File: config.mk
export PLATFORM = sky130hd
export DESIGN_NAME = updown_sweep_controller_flat
export DESIGN_NICKNAME = d
export VERILOG_FILES = /design/src/rtl/updown_sweep_controller_if.sv /design/src/rtl/updown_sweep_controller.sv /design/src/flat_wrapper.sv
export SDC_FILE = /design/constraint.sdc
export NUM_CORES = 1
export LEC_CHECK = 0
export BUFFER_PORTS_ARGS = -buffer_cell sky130_fd_sc_hd__buf_2
export CORE_UTILIZATION = 45
export DETAILED_ROUTE_END_ITERATION = 12
export HOLD_SLACK_MARGIN = 0.05
export SYNTH_ARGS = -nofsm -noshare
export SYNTH_HDL_FRONTEND = slang
export SYNTH_SLANG_ARGS = --single-unit
File: constraint.sdc
create_clock -name clk -period 8.5 [get_ports clk]
set_input_delay 1.275 -clock clk [delete_from_list [all_inputs] [get_ports clk]]
set_output_delay 1.275 -clock clk [all_outputs]
set_load 0.01 [all_outputs]
File: src/rtl/updown_sweep_controller_if.sv
// updown_sweep_controller_if: configuration handshake bundle for the sweep controller
// Signals: cfg_valid/cfg_ready handshake; cfg_low/cfg_high limits, cfg_step step size,
//          cfg_dwell endpoint hold cycles, cfg_cont continuous(1)/one-shot(0) select.
// Modports: master drives the configuration, slave (the controller) returns cfg_ready.
interface updown_sweep_controller_if #(
    parameter int WIDTH       = 8,
    parameter int DWELL_WIDTH = 4
);
    logic                   cfg_valid;
    logic                   cfg_ready;
    logic [WIDTH-1:0]       cfg_low;
    logic [WIDTH-1:0]       cfg_high;
    logic [WIDTH-1:0]       cfg_step;
    logic [DWELL_WIDTH-1:0] cfg_dwell;
    logic                   cfg_cont;
    modport master (output cfg_valid, cfg_low, cfg_high, cfg_step, cfg_dwell, cfg_cont, input cfg_ready);
    modport slave (input cfg_valid, cfg_low, cfg_high, cfg_step, cfg_dwell, cfg_cont, output cfg_ready);
endinterface

File: src/rtl/updown_sweep_controller.sv
// updown_sweep_controller: triangle sweep sequencer between programmable low/high limits
// Ports: clk; rst (asynchronous, active-high); cfg (slave side of updown_sweep_controller_if);
//        start/stop sweep control; count (sweep value), dir (1 = up), busy (not idle);
//        turn (endpoint reached), done (one-shot finished), cfg_err (config rejected) pulses.
// Option: define UPDOWN_SWEEP_STATUS_EN to add sweep_cnt[15:0], a saturating count of
//         completed low->high->low periods, cleared when a sweep starts.
module updown_sweep_controller #(
    parameter int WIDTH       = 8,
    parameter int DWELL_WIDTH = 4
) (
    input  logic                     clk,
    input  logic                     rst,
    updown_sweep_controller_if.slave cfg,
    input  logic                     start,
    input  logic                     stop,
    output logic [WIDTH-1:0]         count,
    output logic                     dir,
    output logic                     busy,
    output logic                     turn,
    output logic                     done,
    output logic                     cfg_err
`ifdef UPDOWN_SWEEP_STATUS_EN
    ,
    output logic [15:0]              sweep_cnt
`endif
);
    typedef enum logic [1:0] {IDLE, UP, DOWN, HOLD} state_t;
    state_t state, state_n;
    logic [WIDTH-1:0] low_r, high_r, step_r, low_n, high_n, step_n, count_n;
    logic [DWELL_WIDTH-1:0] dwell_r, dwell_n, hold_cnt, hold_n;
    logic cont_r, cont_n, ret_up, ret_n, dir_n, turn_n, done_n, err_n, accept, cfg_ok;
    logic [WIDTH:0] sum, diff;

    assign cfg.cfg_ready = state == IDLE;
    assign busy = state != IDLE;
    assign accept = cfg.cfg_valid && state == IDLE;
    assign cfg_ok = accept && cfg.cfg_low <= cfg.cfg_high;
    // Accepted values are forwarded combinationally so a coincident start already uses them.
    assign low_n = cfg_ok ? cfg.cfg_low : low_r;
    assign high_n = cfg_ok ? cfg.cfg_high : high_r;
    assign step_n = cfg_ok ? (cfg.cfg_step == '0 ? WIDTH'(1) : cfg.cfg_step) : step_r;
    assign dwell_n = cfg_ok ? cfg.cfg_dwell : dwell_r;
    assign cont_n = cfg_ok ? cfg.cfg_cont : cont_r;
    // The extra bit exposes overshoot past the top and borrow below zero, so nothing wraps.
    assign sum = {1'b0, count} + {1'b0, step_r};
    assign diff = {1'b0, count} - {1'b0, step_r};

    always_comb begin
        state_n = state;
        count_n = count;
        dir_n = dir;
        ret_n = ret_up;
        hold_n = hold_cnt;
        turn_n = 1'b0;
        done_n = 1'b0;
        err_n = accept && !cfg_ok;
        if (busy && stop) begin
            state_n = IDLE;
            dir_n = 1'b0;
        end else begin
            case (state)
                IDLE: if (start && !stop) begin
                    count_n = low_n;
                    dir_n = 1'b1;
                    state_n = UP;
                end
                UP: if (sum >= {1'b0, high_r}) begin
                    count_n = high_r;
                    turn_n = 1'b1;
                    if (dwell_r != '0) begin
                        state_n = HOLD;
                        hold_n = dwell_r;
                        ret_n = 1'b0;
                    end else begin
                        state_n = DOWN;
                        dir_n = 1'b0;
                    end
                end else begin
                    count_n = sum[WIDTH-1:0];
                end
                DOWN: if (diff[WIDTH] || diff[WIDTH-1:0] <= low_r) begin
                    count_n = low_r;
                    turn_n = 1'b1;
                    if (!cont_r) begin
                        done_n = 1'b1;
                        dir_n = 1'b0;
                        state_n = IDLE;
                    end else if (dwell_r != '0) begin
                        state_n = HOLD;
                        hold_n = dwell_r;
                        ret_n = 1'b1;
                    end else begin
                        state_n = UP;
                        dir_n = 1'b1;
                    end
                end else begin
                    count_n = diff[WIDTH-1:0];
                end
                HOLD: if (hold_cnt <= DWELL_WIDTH'(1)) begin
                    // dir only flips once the hold is over and travel resumes
                    state_n = ret_up ? UP : DOWN;
                    dir_n = ret_up;
                end else begin
                    hold_n = hold_cnt - DWELL_WIDTH'(1);
                end
                default: state_n = IDLE;
            endcase
        end
    end

    always_ff @(posedge clk or posedge rst) begin
        if (rst) begin
            state <= IDLE;
            count <= '0;
            dir <= 1'b0;
            turn <= 1'b0;
            done <= 1'b0;
            cfg_err <= 1'b0;
            low_r <= '0;
            high_r <= '1;
            step_r <= WIDTH'(1);
            dwell_r <= '0;
            cont_r <= 1'b0;
            ret_up <= 1'b0;
            hold_cnt <= '0;
        end else begin
            state <= state_n;
            count <= count_n;
            dir <= dir_n;
            turn <= turn_n;
            done <= done_n;
            cfg_err <= err_n;
            low_r <= low_n;
            high_r <= high_n;
            step_r <= step_n;
            dwell_r <= dwell_n;
            cont_r <= cont_n;
            ret_up <= ret_n;
            hold_cnt <= hold_n;
        end
    end

`ifdef UPDOWN_SWEEP_STATUS_EN
    // A turn raised from DOWN is always the low endpoint, i.e. one completed period.
    always_ff @(posedge clk or posedge rst) begin
        if (rst) sweep_cnt <= '0;
        else if (state == IDLE && start && !stop) sweep_cnt <= '0;
        else if (state == DOWN && turn_n && sweep_cnt != 16'hFFFF) sweep_cnt <= sweep_cnt + 16'd1;
    end
`endif
endmodule

File: src/flat_wrapper.sv
// flat-port wrapper written by rule: the top's interface ports become plain ports
module updown_sweep_controller_flat 
#(
    parameter int WIDTH       = 8,
    parameter int DWELL_WIDTH = 4
)
  (clk, rst, start, stop, count, dir, busy, turn, done, cfg_err, cfg_cfg_valid, cfg_cfg_low, cfg_cfg_high, cfg_cfg_step, cfg_cfg_dwell, cfg_cfg_cont, cfg_cfg_ready);
  updown_sweep_controller_if #(.WIDTH(WIDTH), .DWELL_WIDTH(DWELL_WIDTH)) cfg_i ();
  input  logic clk;
  input  logic rst;
  input  logic start;
  input  logic stop;
  output logic [WIDTH-1:0] count;
  output logic dir;
  output logic busy;
  output logic turn;
  output logic done;
  output logic cfg_err;
  input wire logic [$bits(cfg_i.cfg_valid)-1:0] cfg_cfg_valid;
  input wire logic [$bits(cfg_i.cfg_low)-1:0] cfg_cfg_low;
  input wire logic [$bits(cfg_i.cfg_high)-1:0] cfg_cfg_high;
  input wire logic [$bits(cfg_i.cfg_step)-1:0] cfg_cfg_step;
  input wire logic [$bits(cfg_i.cfg_dwell)-1:0] cfg_cfg_dwell;
  input wire logic [$bits(cfg_i.cfg_cont)-1:0] cfg_cfg_cont;
  output wire logic [$bits(cfg_i.cfg_ready)-1:0] cfg_cfg_ready;
  assign cfg_i.cfg_valid = cfg_cfg_valid;
  assign cfg_i.cfg_low = cfg_cfg_low;
  assign cfg_i.cfg_high = cfg_cfg_high;
  assign cfg_i.cfg_step = cfg_cfg_step;
  assign cfg_i.cfg_dwell = cfg_cfg_dwell;
  assign cfg_i.cfg_cont = cfg_cfg_cont;
  assign cfg_cfg_ready = cfg_i.cfg_ready;
  updown_sweep_controller #(.WIDTH(WIDTH), .DWELL_WIDTH(DWELL_WIDTH)) u_core (.clk(clk), .rst(rst), .cfg(cfg_i), .start(start), .stop(stop), .count(count), .dir(dir), .busy(busy), .turn(turn), .done(done), .cfg_err(cfg_err));
endmodule
; ---- Word level (Yosys, flattened, before mapping)
; Index checks and enable logic that the tools add are counted.
[classes]
magnitude_cmp = 4
bitwise_logic = 1
muxes = 45
addsub = 3
reduce_logical = 20
n_eq_ne = 16
[ops]
columns = cell, n
row1 = two-way mux 8 bit, 5
row2 = one-hot mux 8 bit (3 select lines), 1
row3 = two-way mux 1 bit, 21
row4 = two-way mux 4 bit, 5
row5 = <= comparator 8 bit, 2
row6 = two-way mux 2 bit, 8
row7 = != test 2 x 1 -> 1 bit (second input constant), 6
row8 = != test 3 x 1 -> 1 bit (second input constant), 4
row9 = one-hot mux 4 bit (3 select lines), 1
row10 = AND reduction 6 bit, 2
row11 = adder 8 x 8 -> 9 bit, 1
row12 = >= comparator 9 x 8 -> 1 bit, 1
row13 = subtractor 8 x 8 -> 9 bit, 1
row14 = logical NOT 8 bit, 1
row15 = one-hot mux 2 bit (4 select lines), 1
row16 = AND reduction 7 bit, 1
row17 = nonzero test 3 bit, 2
row18 = logical AND 1 bit, 5
row19 = equality test 2 bit (second input constant), 2
row20 = <= comparator 4 x 1 -> 1 bit (second input constant), 1
row21 = != test 4 bit (second input constant), 1
row22 = one-hot mux 1 bit (2 select lines), 2
row23 = one-hot mux 1 bit (4 select lines), 1
row24 = AND reduction 4 bit, 1
row25 = other kinds (11), 13
[word_totals]
out_inout_bits = 14
inputBits = 34
reg_bits = 48
elab_cells = 102

; ---- Logic depth before layout (Yosys ltp)
[logic_depth]
ltp_word = 6
ltp_mapped = 16
depth_no_buf = 15

; ---- Worst setup path before layout
; Ideal clock, no wire load.
[synth_timing]
path_type = register to register
startpoint = register u_core.count[0]
endpoint = register u_core.count[7]
slack_ns = 5.165
period_less_slack_ns = 3.335
setup_time_ns = 0.124
required_time_ns = 8.376
arrival_ns = 3.211
stages_incl_launch_ff = 16
path_buffers = 1
cell_sequence = dfrtp_1 ha_1 fa_1 nand2b_4 a2bb2oi_2 a211oi_1 xor2_1 ha_1 a211oi_1 nand2_1 o21ai_0 and3_4 buf_6 mux2_2 a221oi_2 nor2_1
[synth_between]
elab_chain_cells = 5
elab_cells_between_ends = 8
classes_between = add/sub (2) / order compare (2) / mux (3) / reduce/logical (1)
[synth_lines]
columns = item, line
row1 = start: declaration, updown_sweep_controller.sv:16  ; output logic [WIDTH-1:0] count,
row2 = start signal: assignment, updown_sweep_controller.sv:128  ; count <= count_n;
row3 = subtractor 8 x 8 -> 9 bit, updown_sweep_controller.sv:46  ; assign diff = {1'b0, count} - {1'b0, step_r};
row4 = <= comparator 8 bit, updown_sweep_controller.sv:81  ; DOWN: if (diff[WIDTH] || diff[WIDTH-1:0] <= low_r) begin
row5 = logical OR 1 bit, updown_sweep_controller.sv:81
row6 = two-way mux 8 bit, updown_sweep_controller.sv:81
row7 = one-hot mux 8 bit (3 select lines) (*), updown_sweep_controller.sv:61  ; case (state)
; Every way passes the cells marked *; elsewhere a longest branch is shown, timed or not.
; A chain may end at the register's enable or synchronous reset.

; ---- Worst setup path in the final report
[layout_timing]
startpoint = register u_core.step_r[0]
endpoint = register u_core.count[5]
[layout_between]
elab_chain_cells = 5
elab_cells_between_ends = 8
classes_between = add/sub (2) / order compare (2) / mux (3) / reduce/logical (1)
[layout_lines]
columns = item, line
row1 = start: declaration, updown_sweep_controller.sv:29  ; logic [WIDTH-1:0] low_r, high_r, step_r, low_n, high_n, step_n, count_n;
row2 = start signal: assignment, updown_sweep_controller.sv:135  ; step_r <= step_n;
row3 = subtractor 8 x 8 -> 9 bit, updown_sweep_controller.sv:46
row4 = <= comparator 8 bit, updown_sweep_controller.sv:81
row5 = logical OR 1 bit, updown_sweep_controller.sv:81
row6 = two-way mux 8 bit, updown_sweep_controller.sv:81
row7 = one-hot mux 8 bit (3 select lines) (*), updown_sweep_controller.sv:61
; Marks and branches as above.

==> results.yml <==
status:
  outcome: "finished, final reports clean"
cts:
  setup_buffers_after_cts: 0
  latest_clock_arrival_within_the_worst_skew_pair_ps: 320
  clkSinkCount: 48
  cts_hold_repair.buffers: 0
  cts_tree: "yes"
  cts_buffers: 5
  ctsHtreeMaxLevel: 2
  cts-root-buf: "sky130_fd_sc_hd__clkbuf_8"
  clock_pin_slew_worst_setup_and_hold_paths_ps: 100
  clock_tree.buffer_depth: 2
  post_cts_resized: 0
logic_synthesis:
  synth_cell_type_count: 69
  yosys_warnings: 0
  synth-seq-area-share_pct: 31.67
  synth-async-reset-ratio_pct: 100.0
  synth_enable_flop_cells: 0
  synth.cell_area_um2: 3829
  dominantRegCellSynth: "sky130_fd_sc_hd__dfrtp_1"
  ys_seq_elements: 48
  post_synth.cell_area_avg_um2: 9.204
  post_synth_inst_count: 416
  syn-num-nets: 498
place:
  dp_hpwl_um: 7468
  finalWeightedCongestion: 0.8673
  detailedPlace.worstSlack_ps: 4482
  io_buffer_count: 47
floorplanning:
  die_w_um: 94.24
  io_pins: 48
  floorplan.die_area_um2: 8881
  design.core.area_um2: 8217
  initial_utilization_pct: 46.60
  row_count: 33
  chipHeight_um: 94.24
finish:
  final_core_utilization_pct: 51.79
  post_route_cells_drive_above_1_share_pct: 21.04
  diodes: 0
  layout.nets: 542
  layout.cells.most_common_list: "47 x sky130_fd_sc_hd__inv_1, 47 x sky130_fd_sc_hd__buf_2, 46 x sky130_fd_sc_hd__ha_1"
  fillerInstances: 783
  area.growth.synth_to_final_pct: 11.14
sta:
  rsz_0062_raised_after_global_routing: "no"
  final.period_utilization_pct: 47.19
  final-max-slew-violation-count: 0
  clock_skew_ps: 6.069
  finalWorstSetupSlack_ps: 4489
  max-slew-margin-rel_pct: 32.11
  max_freq_mhz: 249.3
  hold_viol_final: 0
  setup_violations: 0
  final.setup.tns_ps: 0
  layout_min_cycle_time_ps: 4011
  worst_pin_slew_ps: 1017
routing:
  via_count: 3156
  drtIter0Drc: 148
  via_per_inst: 5.576
  wirelength_um: 9395
  drt_drc_violations_left: 0
  final_antenna_net_count: 0
  avgRoutedWirePerCell_um: 16.60
  dr.pass1.iters: 4
setup_path:
  arrival_ps: 4210
  worstSetupEndpointType: "flip-flop"
  critical_path_class: "flip-flop to flip-flop"
  worst_setup_path_start_kind: "flip-flop"
  flop2flop_setup_slack_ps: 4490
  critical_path.max_fanout: 13
  critical_path_required_ps: 8700
global_route:
  grt_pass1_wl_um: 15420
  global_route_usage_over_all_layers_pct: 22.84
  grt-ovfl-total: 0
  via_count_of_the_first_global_routing_pass: 3096
  pin_count_of_the_biggest_net_entering_global_routing: 49
  antenna_found_initial: 0
min_path:
  hp-class: "flip-flop to flip-flop"
job:
  max_cap_violations: 0
[final timing paths]
| check | startpoint | depth (start not counted) | endpoint |
|---|---|---|---|
| worst max-delay path | u_core.step_r[0]$_DFFE_PP1P_ | 13 | u_core.count[5]$_DFFE_PP0P_ |
| max in group asynchronous | rst | 2 | u_core.count[5]$_DFFE_PP0P_ |
| worst min-delay path | u_core.hold_cnt[1]$_DFFE_PP0P_ | 2 | u_core.hold_cnt[1]$_DFFE_PP0P_ |
| worst max register to register | u_core.step_r[0]$_DFFE_PP1P_ | 13 | u_core.count[5]$_DFFE_PP0P_ |
| worst min register to register | u_core.hold_cnt[1]$_DFFE_PP0P_ | 2 | u_core.hold_cnt[1]$_DFFE_PP0P_ |
| min in group asynchronous | rst | 2 | u_core.dwell_r[2]$_DFFE_PP0P_ |
[logic make-up (layout without fill, tap and decap cells)]
kind of cell | after synthesis | after routing | share of synthesized area, %
DFF | 48 | 48 | 31.67
adders and majority gates | 48 | 48 | 16.08
xor gates and xnor gates | 11 | 11 | 2.516
buffers and inverters | 61 | 106 | 7.222
AOI/OAI and AO/OA | 120 | 120 | 22.12
and+or+nand+nor | 104 | 104 | 13.50
muxes | 24 | 24 | 6.895
[metal layers]
layer	global-route usage, %	vias up	wire [um]
li1	-	1577	-
met1	32.51	1509	4847
met2	36.53	60	4099
met3	2.508	10	315
met4	6.154	0	133
met5	0	-	0
[synth_stat cells (2+ instances only)]
library cell / n / area, um^2
sky130_fd_sc_hd__and3_4: 2 / 22.52
sky130_fd_sc_hd__o211ai_1: 4 / 30.03
sky130_fd_sc_hd__nor4_1: 2 / 12.51
sky130_fd_sc_hd__nor2b_1: 6 / 37.54
sky130_fd_sc_hd__o21ai_0: 27 / 135.1
sky130_fd_sc_hd__o22a_1: 3 / 26.28
sky130_fd_sc_hd__and2_1: 2 / 12.51
sky130_fd_sc_hd__nand3_1: 2 / 10.01
sky130_fd_sc_hd__o311ai_1: 2 / 17.52
sky130_fd_sc_hd__clkbuf_1: 4 / 15.01
sky130_fd_sc_hd__o221ai_1: 2 / 17.52
sky130_fd_sc_hd__a2111oi_0: 4 / 35.03
sky130_fd_sc_hd__ha_1: 46 / 575.6
sky130_fd_sc_hd__xor2_1: 6 / 52.55
sky130_fd_sc_hd__o21bai_1: 2 / 15.01
sky130_fd_sc_hd__a211oi_1: 6 / 45.04
sky130_fd_sc_hd__mux2_2: 15 / 168.9
sky130_fd_sc_hd__inv_1: 48 / 180.2
sky130_fd_sc_hd__xnor2_1: 5 / 43.79
sky130_fd_sc_hd__a21o_1: 2 / 15.01
sky130_fd_sc_hd__o31ai_1: 2 / 15.01
sky130_fd_sc_hd__buf_2: 2 / 10.01
sky130_fd_sc_hd__a22o_1: 3 / 26.28
sky130_fd_sc_hd__mux2_1: 4 / 45.04
sky130_fd_sc_hd__dfstp_2: 9 / 236.5
sky130_fd_sc_hd__buf_6: 4 / 45.04
sky130_fd_sc_hd__fa_1: 2 / 40.04
sky130_fd_sc_hd__mux2i_1: 5 / 50.05
sky130_fd_sc_hd__dfrtp_1: 39 / 975.9
sky130_fd_sc_hd__nor3_1: 10 / 50.05
sky130_fd_sc_hd__nand4_1: 7 / 43.79
sky130_fd_sc_hd__nand2b_1: 3 / 18.77
sky130_fd_sc_hd__a31oi_1: 9 / 56.30
sky130_fd_sc_hd__a21oi_1: 16 / 80.08
sky130_fd_sc_hd__nor2_1: 22 / 82.58
sky130_fd_sc_hd__nand2_1: 39 / 146.4
sky130_fd_sc_hd__nor2b_2: 2 / 17.52
sky130_fd_sc_hd__o21ai_1: 9 / 45.04
sky130_fd_sc_hd__o21a_1: 9 / 67.56
[final cells by class]
class	instances	area [um^2]	share of cell area, %
Sequential cell	48	1212	28.49
Clock buffer	5	68.82	1.617
Clock inverter	3	68.82	1.617
Inverter	49	183.9	4.322
Tap cell	105	131.4	3.087
Multi-Input combinational cell	307	2340	54.98
Timing Repair Buffer	49	250.2	5.881
[registers in the layout (all words and copies together), names as in the netlist]
name	cells
u_core.dwell_r	4
u_core.cont_r	1
u_core.state	2
u_core.turn	1
u_core.ret_up	1
u_core.cfg_err	1
u_core.hold_cnt	4
u_core.count	8
u_core.done	1
u_core.step_r	8
u_core.dir	1
u_core.low_r	8
u_core.high_r	8
[critical path: stages, from the launching register on]
cell and delay, ps:
sky130_fd_sc_hd__dfstp_2 560, sky130_fd_sc_hd__ha_1 170, sky130_fd_sc_hd__inv_1 60, sky130_fd_sc_hd__fa_1 450, sky130_fd_sc_hd__a21oi_4 180, sky130_fd_sc_hd__o2111ai_2 170
sky130_fd_sc_hd__xor2_1 190, sky130_fd_sc_hd__ha_1 310, sky130_fd_sc_hd__nand4_1 120, sky130_fd_sc_hd__o21a_1 210, sky130_fd_sc_hd__o21ai_2 610, sky130_fd_sc_hd__mux2_2 410
sky130_fd_sc_hd__a221oi_1 330, sky130_fd_sc_hd__o21ai_1 110
[through the flow]
step | cells | instance area (um^2) | hold slack [ps]
after floorplan | 416 | 3829 | 451.6
after global placement | 558 | 4118 | 500.3
after detailed placement | 558 | 4118 | 500.9
after CTS | 566 | 4255 | 523.6
after global routing | 566 | 4255 | 541.3
final | 566 | 4255 | 515.8
Power is not shown: default switching activity piles up to over one toggle a cycle in this logic, so the estimate is an artifact.
